[config.mk]
export PLATFORM = sky130hd
export DESIGN_NAME = wishbone_subordinate
export DESIGN_NICKNAME = d
export VERILOG_FILES = /design/src/rtl/wb_sub_pkg.sv /design/src/rtl/wb_sub_timer.sv /design/src/rtl/wishbone_subordinate.sv
export SDC_FILE = /design/constraint.sdc
export NUM_CORES = 1
export LEC_CHECK = 0
export BUFFER_PORTS_ARGS = -buffer_cell sky130_fd_sc_hd__buf_2
export CELL_PAD_IN_SITES_DETAIL_PLACEMENT = 2
export CELL_PAD_IN_SITES_GLOBAL_PLACEMENT = 2
export CORE_AREA = 3 3 101 142
export DETAILED_ROUTE_END_ITERATION = 16
export DIE_AREA = 0 0 104 145
export GPL_TIMING_DRIVEN = 0
export HOLD_SLACK_MARGIN = 0.05
export PLACE_DENSITY = 0.78
export SYNTH_ARGS = -nofsm -noshare
export SYNTH_HDL_FRONTEND = slang
export SYNTH_SLANG_ARGS = --single-unit
[constraint.sdc]
create_clock -name CLK -period 2.6 [get_ports CLK]
set_input_delay 0.26 -clock CLK [delete_from_list [all_inputs] [get_ports CLK]]
set_output_delay 0.26 -clock CLK [all_outputs]
set_load 0.02 [all_outputs]
[src/rtl/wb_sub_pkg.sv]
// Shared types and defaults for the Wishbone classic subordinate.
// The FSM state encoding, the timer width and the read-lane mask helper live here.
package wb_sub_pkg;

    typedef enum logic [1:0] {
        IDLE = 2'd0,
        REQ  = 2'd1,
        WAIT = 2'd2,
        ACK  = 2'd3
    } wb_sub_state_t;

    localparam logic [31:0] DEFAULT_ERR_DATA = 32'hBAD0_BAD0;
    localparam int unsigned TIMER_W          = 8;

    // A lane with its select bit low reads back as 8'h00.
    function automatic logic [31:0] byte_mask(input logic [31:0] data, input logic [3:0] sel);
        logic [31:0] masked;
        masked = '0;
        for (int unsigned i = 0; i < 4; i++) begin
            if (sel[i]) begin
                masked[8*i +: 8] = data[8*i +: 8];
            end
        end
        return masked;
    endfunction

endpackage

[src/rtl/wb_sub_timer.sv]
// Transaction timeout counter for the Wishbone subordinate.
// It is loaded with 1 on the strobe cycle and then counts up; expired while count == TIMEOUT.
module wb_sub_timer
    import wb_sub_pkg::*;
#(
    parameter int unsigned TIMEOUT = 16
) (
    input  logic i_clk,
    input  logic i_rst_n,
    input  logic i_load,
    input  logic i_inc,
    input  logic i_clear,
    output logic o_expired
);

    logic [TIMER_W-1:0] r_count;

    always_ff @(posedge i_clk or negedge i_rst_n) begin
        if (!i_rst_n) begin
            r_count <= '0;
        end else if (i_clear) begin
            r_count <= '0;
        end else if (i_load) begin
            r_count <= TIMER_W'(1);
        end else if (i_inc) begin
            r_count <= r_count + 1'b1;
        end
    end

    assign o_expired = (r_count == TIMER_W'(TIMEOUT));

endmodule

[src/rtl/wishbone_subordinate.sv]
// Wishbone classic subordinate: one-request-at-a-time register handshake toward a user design,
// with byte-masked read data, a single-cycle ACK and a timeout so the bus can never hang.
module wishbone_subordinate
    import wb_sub_pkg::*;
#(
    parameter logic [31:0] BASE_ADDR = 32'h3000_0000,
    parameter int unsigned ADDR_W    = 8,
    parameter int unsigned TIMEOUT   = 16,
    parameter logic [31:0] ERR_DATA  = DEFAULT_ERR_DATA
) (
    input  logic              CLK,
    input  logic              nRST,
    input  logic              CYC_I,
    input  logic              STB_I,
    input  logic              WE_I,
    input  logic [31:0]       ADR_I,
    input  logic [31:0]       DAT_I,
    input  logic [3:0]        SEL_I,
    output logic              ACK_O,
    output logic [31:0]       DAT_O,
    output logic              USR_WRITE_O,
    output logic              USR_READ_O,
    output logic [ADDR_W-1:0] USR_ADR_O,
    output logic [31:0]       USR_DAT_O,
    output logic [3:0]        USR_SEL_O,
    input  logic [31:0]       USR_DAT_I,
    input  logic              USR_DONE_I,
    output logic              TO_O
);

    wb_sub_state_t     r_state;
    logic              r_we;
    logic [ADDR_W-1:0] r_adr;
    logic [31:0]       r_dat;
    logic [3:0]        r_sel;
    logic              r_ack;
    logic [31:0]       r_dat_o;
    logic              r_to;
    logic              r_usr_write;
    logic              r_usr_read;

    logic w_req;
    logic w_in_win;
    logic w_busy;
    logic w_tmr_load;
    logic w_tmr_inc;
    logic w_tmr_clear;
    logic w_expired;
    logic w_unused_adr;

    assign w_req        = CYC_I & STB_I;
    assign w_in_win     = (ADR_I[31:ADDR_W+2] == BASE_ADDR[31:ADDR_W+2]);
    assign w_busy       = (r_state == REQ) || (r_state == WAIT);
    assign w_unused_adr = ^ADR_I[1:0];

    // Count 1 lands in the REQ cycle, so count == TIMEOUT is seen in cycle TIMEOUT of the request.
    assign w_tmr_load  = (r_state == IDLE) && w_req && w_in_win;
    assign w_tmr_inc   = w_busy && CYC_I && !USR_DONE_I;
    assign w_tmr_clear = !w_tmr_load && !w_tmr_inc;

    wb_sub_timer #(
        .TIMEOUT (TIMEOUT)
    ) u_timer (
        .i_clk     (CLK),
        .i_rst_n   (nRST),
        .i_load    (w_tmr_load),
        .i_inc     (w_tmr_inc),
        .i_clear   (w_tmr_clear),
        .o_expired (w_expired)
    );

    always_ff @(posedge CLK or negedge nRST) begin
        if (!nRST) begin
            r_state     <= IDLE;
            r_we        <= 1'b0;
            r_adr       <= '0;
            r_dat       <= '0;
            r_sel       <= '0;
            r_ack       <= 1'b0;
            r_dat_o     <= '0;
            r_to        <= 1'b0;
            r_usr_write <= 1'b0;
            r_usr_read  <= 1'b0;
        end else begin
            // Pulse-type outputs fall back to 0 unless a transition below raises them.
            r_ack       <= 1'b0;
            r_dat_o     <= '0;
            r_to        <= 1'b0;
            r_usr_write <= 1'b0;
            r_usr_read  <= 1'b0;

            case (r_state)
                IDLE: begin
                    if (w_req) begin
                        if (w_in_win) begin
                            r_we        <= WE_I;
                            r_adr       <= ADR_I[ADDR_W+1:2];
                            r_dat       <= DAT_I;
                            r_sel       <= SEL_I;
                            r_usr_write <= WE_I;
                            r_usr_read  <= ~WE_I;
                            r_state     <= REQ;
                        end else begin
                            r_ack   <= 1'b1;
                            r_dat_o <= WE_I ? '0 : ERR_DATA;
                            r_state <= ACK;
                        end
                    end
                end

                REQ, WAIT: begin
                    if (!CYC_I) begin
                        r_state <= IDLE;
                    end else if (USR_DONE_I) begin
                        r_ack   <= 1'b1;
                        r_dat_o <= r_we ? '0 : byte_mask(USR_DAT_I, r_sel);
                        r_state <= ACK;
                    end else if ((r_state == WAIT) && w_expired) begin
                        r_ack   <= 1'b1;
                        r_to    <= 1'b1;
                        r_dat_o <= r_we ? '0 : ERR_DATA;
                        r_state <= ACK;
                    end else begin
                        r_state <= WAIT;
                    end
                end

                ACK: begin
                    r_state <= IDLE;
                end

                default: begin
                    r_state <= IDLE;
                end
            endcase
        end
    end

    assign ACK_O       = r_ack;
    assign DAT_O       = r_dat_o;
    assign TO_O        = r_to;
    assign USR_WRITE_O = r_usr_write;
    assign USR_READ_O  = r_usr_read;
    assign USR_ADR_O   = r_adr;
    assign USR_DAT_O   = r_dat;
    assign USR_SEL_O   = r_sel;

endmodule

==> flow_summary.toml, run 1 <==
[finish]
postLayoutCoreUtil_pct = 39.2
nets = 577
layout-drive-gt1-share_pct = 54.0
fillers = 1456
layout_common_cells = "buf_2 (182), dfrtp_1 (91), mux2_2 (41)"
final_common_cell = "buf_2"
area_growth_pct = 41.9

[route]
firstDrtPassIters = 4
drt_wl_total_mm = 12.0
routedWlPerCell_um = 18.4
viasPerCell = 4.55
antenna_left = 0
drt-initial-drc-count = 44
drc = 0
num_vias = 2968

[timing]
clock_skew_ns = 0.00528
fin_crit_sh_pct = 88.9
tightestPinTransition_ns = 0.890
fmax_ghz = 0.432
slew_viol_final = 0
rsz0062_at_grt = "false"
fin_crit_ns = 2.31
hold_viol = 0
final-setup-viol-count = 0
slew-limit-headroom_pct = 40.1
tns_ns = 0

[critical_path]
r2r_slack_ns = 0.29
critPathLaunchType = "flip-flop"
cp-end-kind = "flip-flop"
arrival_ns = 2.57
crit_fanout = 10
worst-setup-path-type = "reg -> reg"
critPathRequiredTime_ns = 2.85

[synthesis]
synth_cell_types = 33
syn_inst = 269
async_flop_share_pct = 100
synth_edf_count = 0
synthesis.nets = 381
avgSynthCellArea_um2 = 13.6
synth_warnings = 0
syn_area_mm2 = 0.00366
synthMuxAreaShare_pct = 14.1
synthFlopType = "dfrtp_1"
synth_top_family_by_area = "multiplexers"
synth-simple-area-share_pct = 10.9
synthXorXnorAreaFrac_pct = 1.43
synth_compound_area_share_pct = 7.00
synth_fa_ha_area_share_pct = 2.05
ys_seq_elements = 91
seq_area_frac_synth_pct = 62.1

[run_status]
status = "finished, final reports clean"

[grt]
grt_pass1_wl_mm = 19.3
grt_pass1_vias = 3436
antenna_found_initial = 1
grt_usage_pct = 16.4
grt_max_degree = 51
grt_overflow = 0

[clock_tree]
cts.path.max_buffers = 2
clock_latency_ns = 0.35
cts_buffers = 9
cts-root-buf = "clkbuf_16"
h-tree-depth = 3
clk_pin_slew_ns = 0.07
clock_sink_count = 91
tritoncts = "built"

[floorplan]
die_x_um = 104
die_h_um = 145
dieArea_mm2 = 0.0151
core.rowCount = 50
coreArea_mm2 = 0.0133
io_pins = 186
initial_core_util_pct = 27.6

[placement]
gp_congestion = 0.800
portBuffers = 183
dp_hpwl_mm = 9.34

[pwr]
p_leak_nw = 2.89
vdd_ir_drop_max_v = 0.000292
p_per_area_mw_per_mm2 = 697
power_mw = 3.63

[run]
maxCapViolCount = 0

[hold_path]
min_path_type = "in -> reg"
## cell usage after synthesis, drive strengths merged (5+ instances only)
master / instances / area [um2]
ha: 6 / 75.1
o21ai: 18 / 90.1
a21boi: 18 / 135
inv: 5 / 18.8
nor2b: 6 / 37.5
buf: 5 / 52.6
nand3: 6 / 30.0
mux2: 45 / 518
and2: 15 / 93.8
dfrtp: 91 / 2280
nor2: 7 / 26.3
nor4: 11 / 68.8
xor2: 5 / 43.8
## metrics by stage
| step | instance area [um2] | setup slack [ns] | hold WS (ns) | instances |
|---|---|---|---|---|
| floorplan | 3660 | 0.690 | -0.0356 | 269 |
| global placement | 4810 | 0.0767 | 0.469 | 634 |
| detailed placement | 4830 | -0.0311 | 0.350 | 635 |
| CTS | 5190 | 0.146 | 0.112 | 652 |
| global route | 5200 | 0.0146 | 0.124 | 653 |
| finish | 5200 | 0.288 | 0.118 | 653 |
## power breakdown
group	leakage, nW	switching, mW	total, mW	internal (mW)
Clock	0.170	0.579	1.53	0.946
Sequential	1.26	0.0384	1.54	1.50
Combinational	1.45	0.361	0.565	0.204
## layer usage
| layer | vias to the layer above | wire length (um) | global-route usage [%] |
|---|---|---|---|
| li1 | 1340 | - | - |
| met1 | 1498 | 4500 | 18.8 |
| met2 | 116 | 6710 | 29.8 |
| met3 | 14 | 595 | 3.60 |
| met4 | 0 | 210 | 6.12 |
| met5 | - | 0 | 0 |
## worst max-delay path: stages, from the launching register on
cell,delay (ns)
dfrtp_1,0.38
inv_1,0.13
ha_1,0.16
nor4b_1,0.57
nor3b_1,0.33
a21boi_2,0.16
clkbuf_1,0.24
o21ai_0,0.24
## flip-flops by register name (all words and copies together) (netlist names)
register and flops:
DAT_O 32, USR_DAT_O 32, USR_ADR_O 8, u_timer.r_count 8, USR_SEL_O 4, r_state 2, ACK_O 1, TO_O 1
USR_READ_O 1, USR_WRITE_O 1, r_we 1
## cell type report
| cell class | count | area, um2 | share of cell area [%] |
|---|---|---|---|
| inverter | 5 | 18.8 | 0.361 |
| clock inverter | 7 | 121 | 2.33 |
| antenna | 1 | 2.50 | 0.0481 |
| timing repair buffer | 185 | 948 | 18.2 |
| sequential | 91 | 2280 | 43.8 |
| multi-input combinational | 164 | 1310 | 25.2 |
| tap | 182 | 228 | 4.38 |
| clock buffer | 9 | 225 | 4.33 |
| buffer | 9 | 67.6 | 1.30 |
## repair_timing
action                                  CTS  global route
resized for setup                         1             2
buffers inserted                          0             0
hold buffers                              1             0
endpoints found under the setup margin    9             8
hold endpoints to repair                 49             0
## worst paths after layout
kind                                                   to                 startpoint  depth (start not counted)
worst max-delay path                  DAT_O[11]$_DFF_PN0_     r_state[0]$_DFFE_PN0P_                          7
worst min-delay path                 USR_READ_O$_DFF_PN0_                       WE_I                          2
worst max register to register        DAT_O[11]$_DFF_PN0_     r_state[0]$_DFFE_PN0P_                          7
worst min register to register  USR_DAT_O[19]$_DFFE_PN0P_  USR_DAT_O[19]$_DFFE_PN0P_                          1
max in group asynchronous       USR_DAT_O[10]$_DFFE_PN0P_                       nRST                          3
min in group asynchronous       USR_DAT_O[22]$_DFFE_PN0P_                       nRST                          2
## cells by family after synthesis
family / count (synthesis)
fa+ha+maj: 6
xor+xnor: 6
mux: 45
simple gates: 66
flops: 91
compound gates: 41
buf+inv: 14
Note: power is estimated with default switching activity, not from simulation.
==> run 2, diff against run 1 <==
==> constraint.sdc (replaced) <==
create_clock -name CLK -period 2.4 [get_ports CLK]
set_input_delay 0.24 -clock CLK [delete_from_list [all_inputs] [get_ports CLK]]
set_output_delay 0.24 -clock CLK [all_outputs]
set_load 0.02 [all_outputs]
==> run 2 against run 1 <==
  * Sequential power increased by 8%
  * Utilization increased by 0.057 points
  * Global-route usage increased by 0.094 points
  * Fmax increased by 7.4%
  * Worst setup slack got worse by 0.040 ns
  * Critical path depth unchanged
  * Highest routed layer unchanged
  * Combinational power increased by 9.2%
  * Hold slack got worse by 0.019 ns
==> flow_summary.toml, run 2 (synthesis results as in run 1) <==
[critical_path]
r2r_cells = 7
critPathLaunchType = "flip-flop"
cp-end-kind = "flip-flop"
worst-setup-path-type = "reg -> reg"
critPathRequiredTime_ns = 2.66
crit_fanout = 10
arrival_ns = 2.41

[grt]
grt_pass1_wl_mm = 19.4
use_met3_pct = 3.60
antenna_found_initial = 1
gr-usage-met1_pct = 18.8
met2_usage_pct = 30.0
grt_max_degree = 51
grt_overflow = 0
busiest_layer = "met2"
grt_usage_pct = 16.5
grt_pass1_vias = 3447

[finish]
postLayoutCoreUtil_pct = 39.3
nets = 577
layout_common_cells = "buf_2 (182), dfrtp_1 (91), mux2_2 (41)"
layout-drive-gt1-share_pct = 54.5
fin_cells = 653
register_area_mm2 = 0.00228
fillers = 1457
multi_input_area_mm2 = 0.00132
area_growth_pct = 42.1
final_common_cell = "buf_2"

[timing]
rsz0062_at_grt = "false"
hold_ws_ns = 0.0992
final-setup-viol-count = 0
clock_skew_ns = 0.00403
fin_crit_sh_pct = 89.7
fmax_ghz = 0.465
fin_crit_ns = 2.15
hold_viol = 0
slew-limit-headroom_pct = 40.1
slew_viol_final = 0
tightestPinTransition_ns = 0.890

[pwr]
power_mw = 3.94
p_leak_nw = 2.89
p_per_area_mw_per_mm2 = 756
vdd_ir_drop_max_v = 0.000316

[clock_tree]
cts_buffers = 9
clk_pin_slew_ns = 0.07
clock_sink_count = 91
clock_latency_ns = 0.35
cts-root-buf = "clkbuf_16"
cts.path.max_buffers = 2
h-tree-depth = 3
tritoncts = "built"

[placement]
placed_cells = 635
dp_hpwl_mm = 9.34
gp_congestion = 0.800
portBuffers = 183

[floorplan]
coreArea_mm2 = 0.0133
die_x_um = 104
dieArea_mm2 = 0.0151
io_pins = 186
die_h_um = 145
initial_core_util_pct = 27.6
core.rowCount = 50

[run]
maxCapViolCount = 0

[route]
drc = 0
viasPerCell = 4.53
num_vias = 2956
antenna_left = 0
drt_wl_total_mm = 12.0
firstDrtPassIters = 4
routedWlPerCell_um = 18.4
drt-initial-drc-count = 51

[hold_path]
whs_path_depth = 2
min_path_type = "in -> reg"

[run_status]
status = "finished, final reports clean"
## run 2: cell counts in the layout (fill, tap and decap cells not counted)
No cell type changed its count.
## run 2: critical path, stage by stage, from the launching register on
cell and delay, ns:
dfrtp_1 0.40, inv_1 0.09, ha_1 0.31, nand2_2 0.16, nor4_2 0.46, a21boi_2 0.20, clkbuf_2 0.22, o21ai_0 0.22
## run 2: stage by stage
step                      setup WS [ns]  instance area [um2]  setup TNS, ns
final                             0.248                 5210              0
after global routing             0.0455                 5210              0
after CTS                        0.0654                 5200              0
after detailed placement         -0.231                 4830          -1.96
after global placement           -0.123                 4810          -1.12
after floorplan                   0.490                 3660              0
## run 2: final timing paths
kind / from / end / slack (ns)
setup / recovery: r_state[1]$_DFFE_PN0P_ / DAT_O[11]$_DFF_PN0_ / 0.25
hold / removal: WE_I / USR_READ_O$_DFF_PN0_ / 0.1
setup reg to reg: r_state[1]$_DFFE_PN0P_ / DAT_O[11]$_DFF_PN0_ / 0.25
hold reg to reg: USR_DAT_O[19]$_DFFE_PN0P_ / USR_DAT_O[19]$_DFFE_PN0P_ / 0.49
max in group asynchronous: nRST / USR_DAT_O[10]$_DFFE_PN0P_ / 1.24
min in group asynchronous: nRST / USR_DAT_O[22]$_DFFE_PN0P_ / 0.51
## run 2: report_power, final
| part | internal [mW] | switching, mW |
|---|---|---|
| logic | 0.225 | 0.392 |
| clock network | 1.03 | 0.628 |
| registers | 1.62 | 0.0418 |
| total | 2.87 | 1.06 |
## run 2: repair_timing
action	4_1_cts	5_1_grt
hold buffers	1	0
setup endpoints to repair	10	10
setup buffers	0	0
pin swaps	0	0
hold endpoints to repair	49	0
resized for setup	3	3
## run 2: final cells by class
| cell class | instances | area share (%) |
|---|---|---|
| buffer | 9 | 1.32 |
| timing repair buffer | 185 | 18.2 |
| sequential | 91 | 43.7 |
| clock buffer | 9 | 4.32 |
| antenna | 1 | 0.0481 |
| clock inverter | 7 | 2.33 |
| inverter | 5 | 0.360 |
| multi-input combinational | 164 | 25.3 |
| tap | 182 | 4.37 |
## run 2: metal layers
metal | share of wire [%] | wire length (um)
met1 | 38 | 4540
met4 | 1.7 | 210
met3 | 4.9 | 593
met5 | 0 | 0
met2 | 56 | 6700
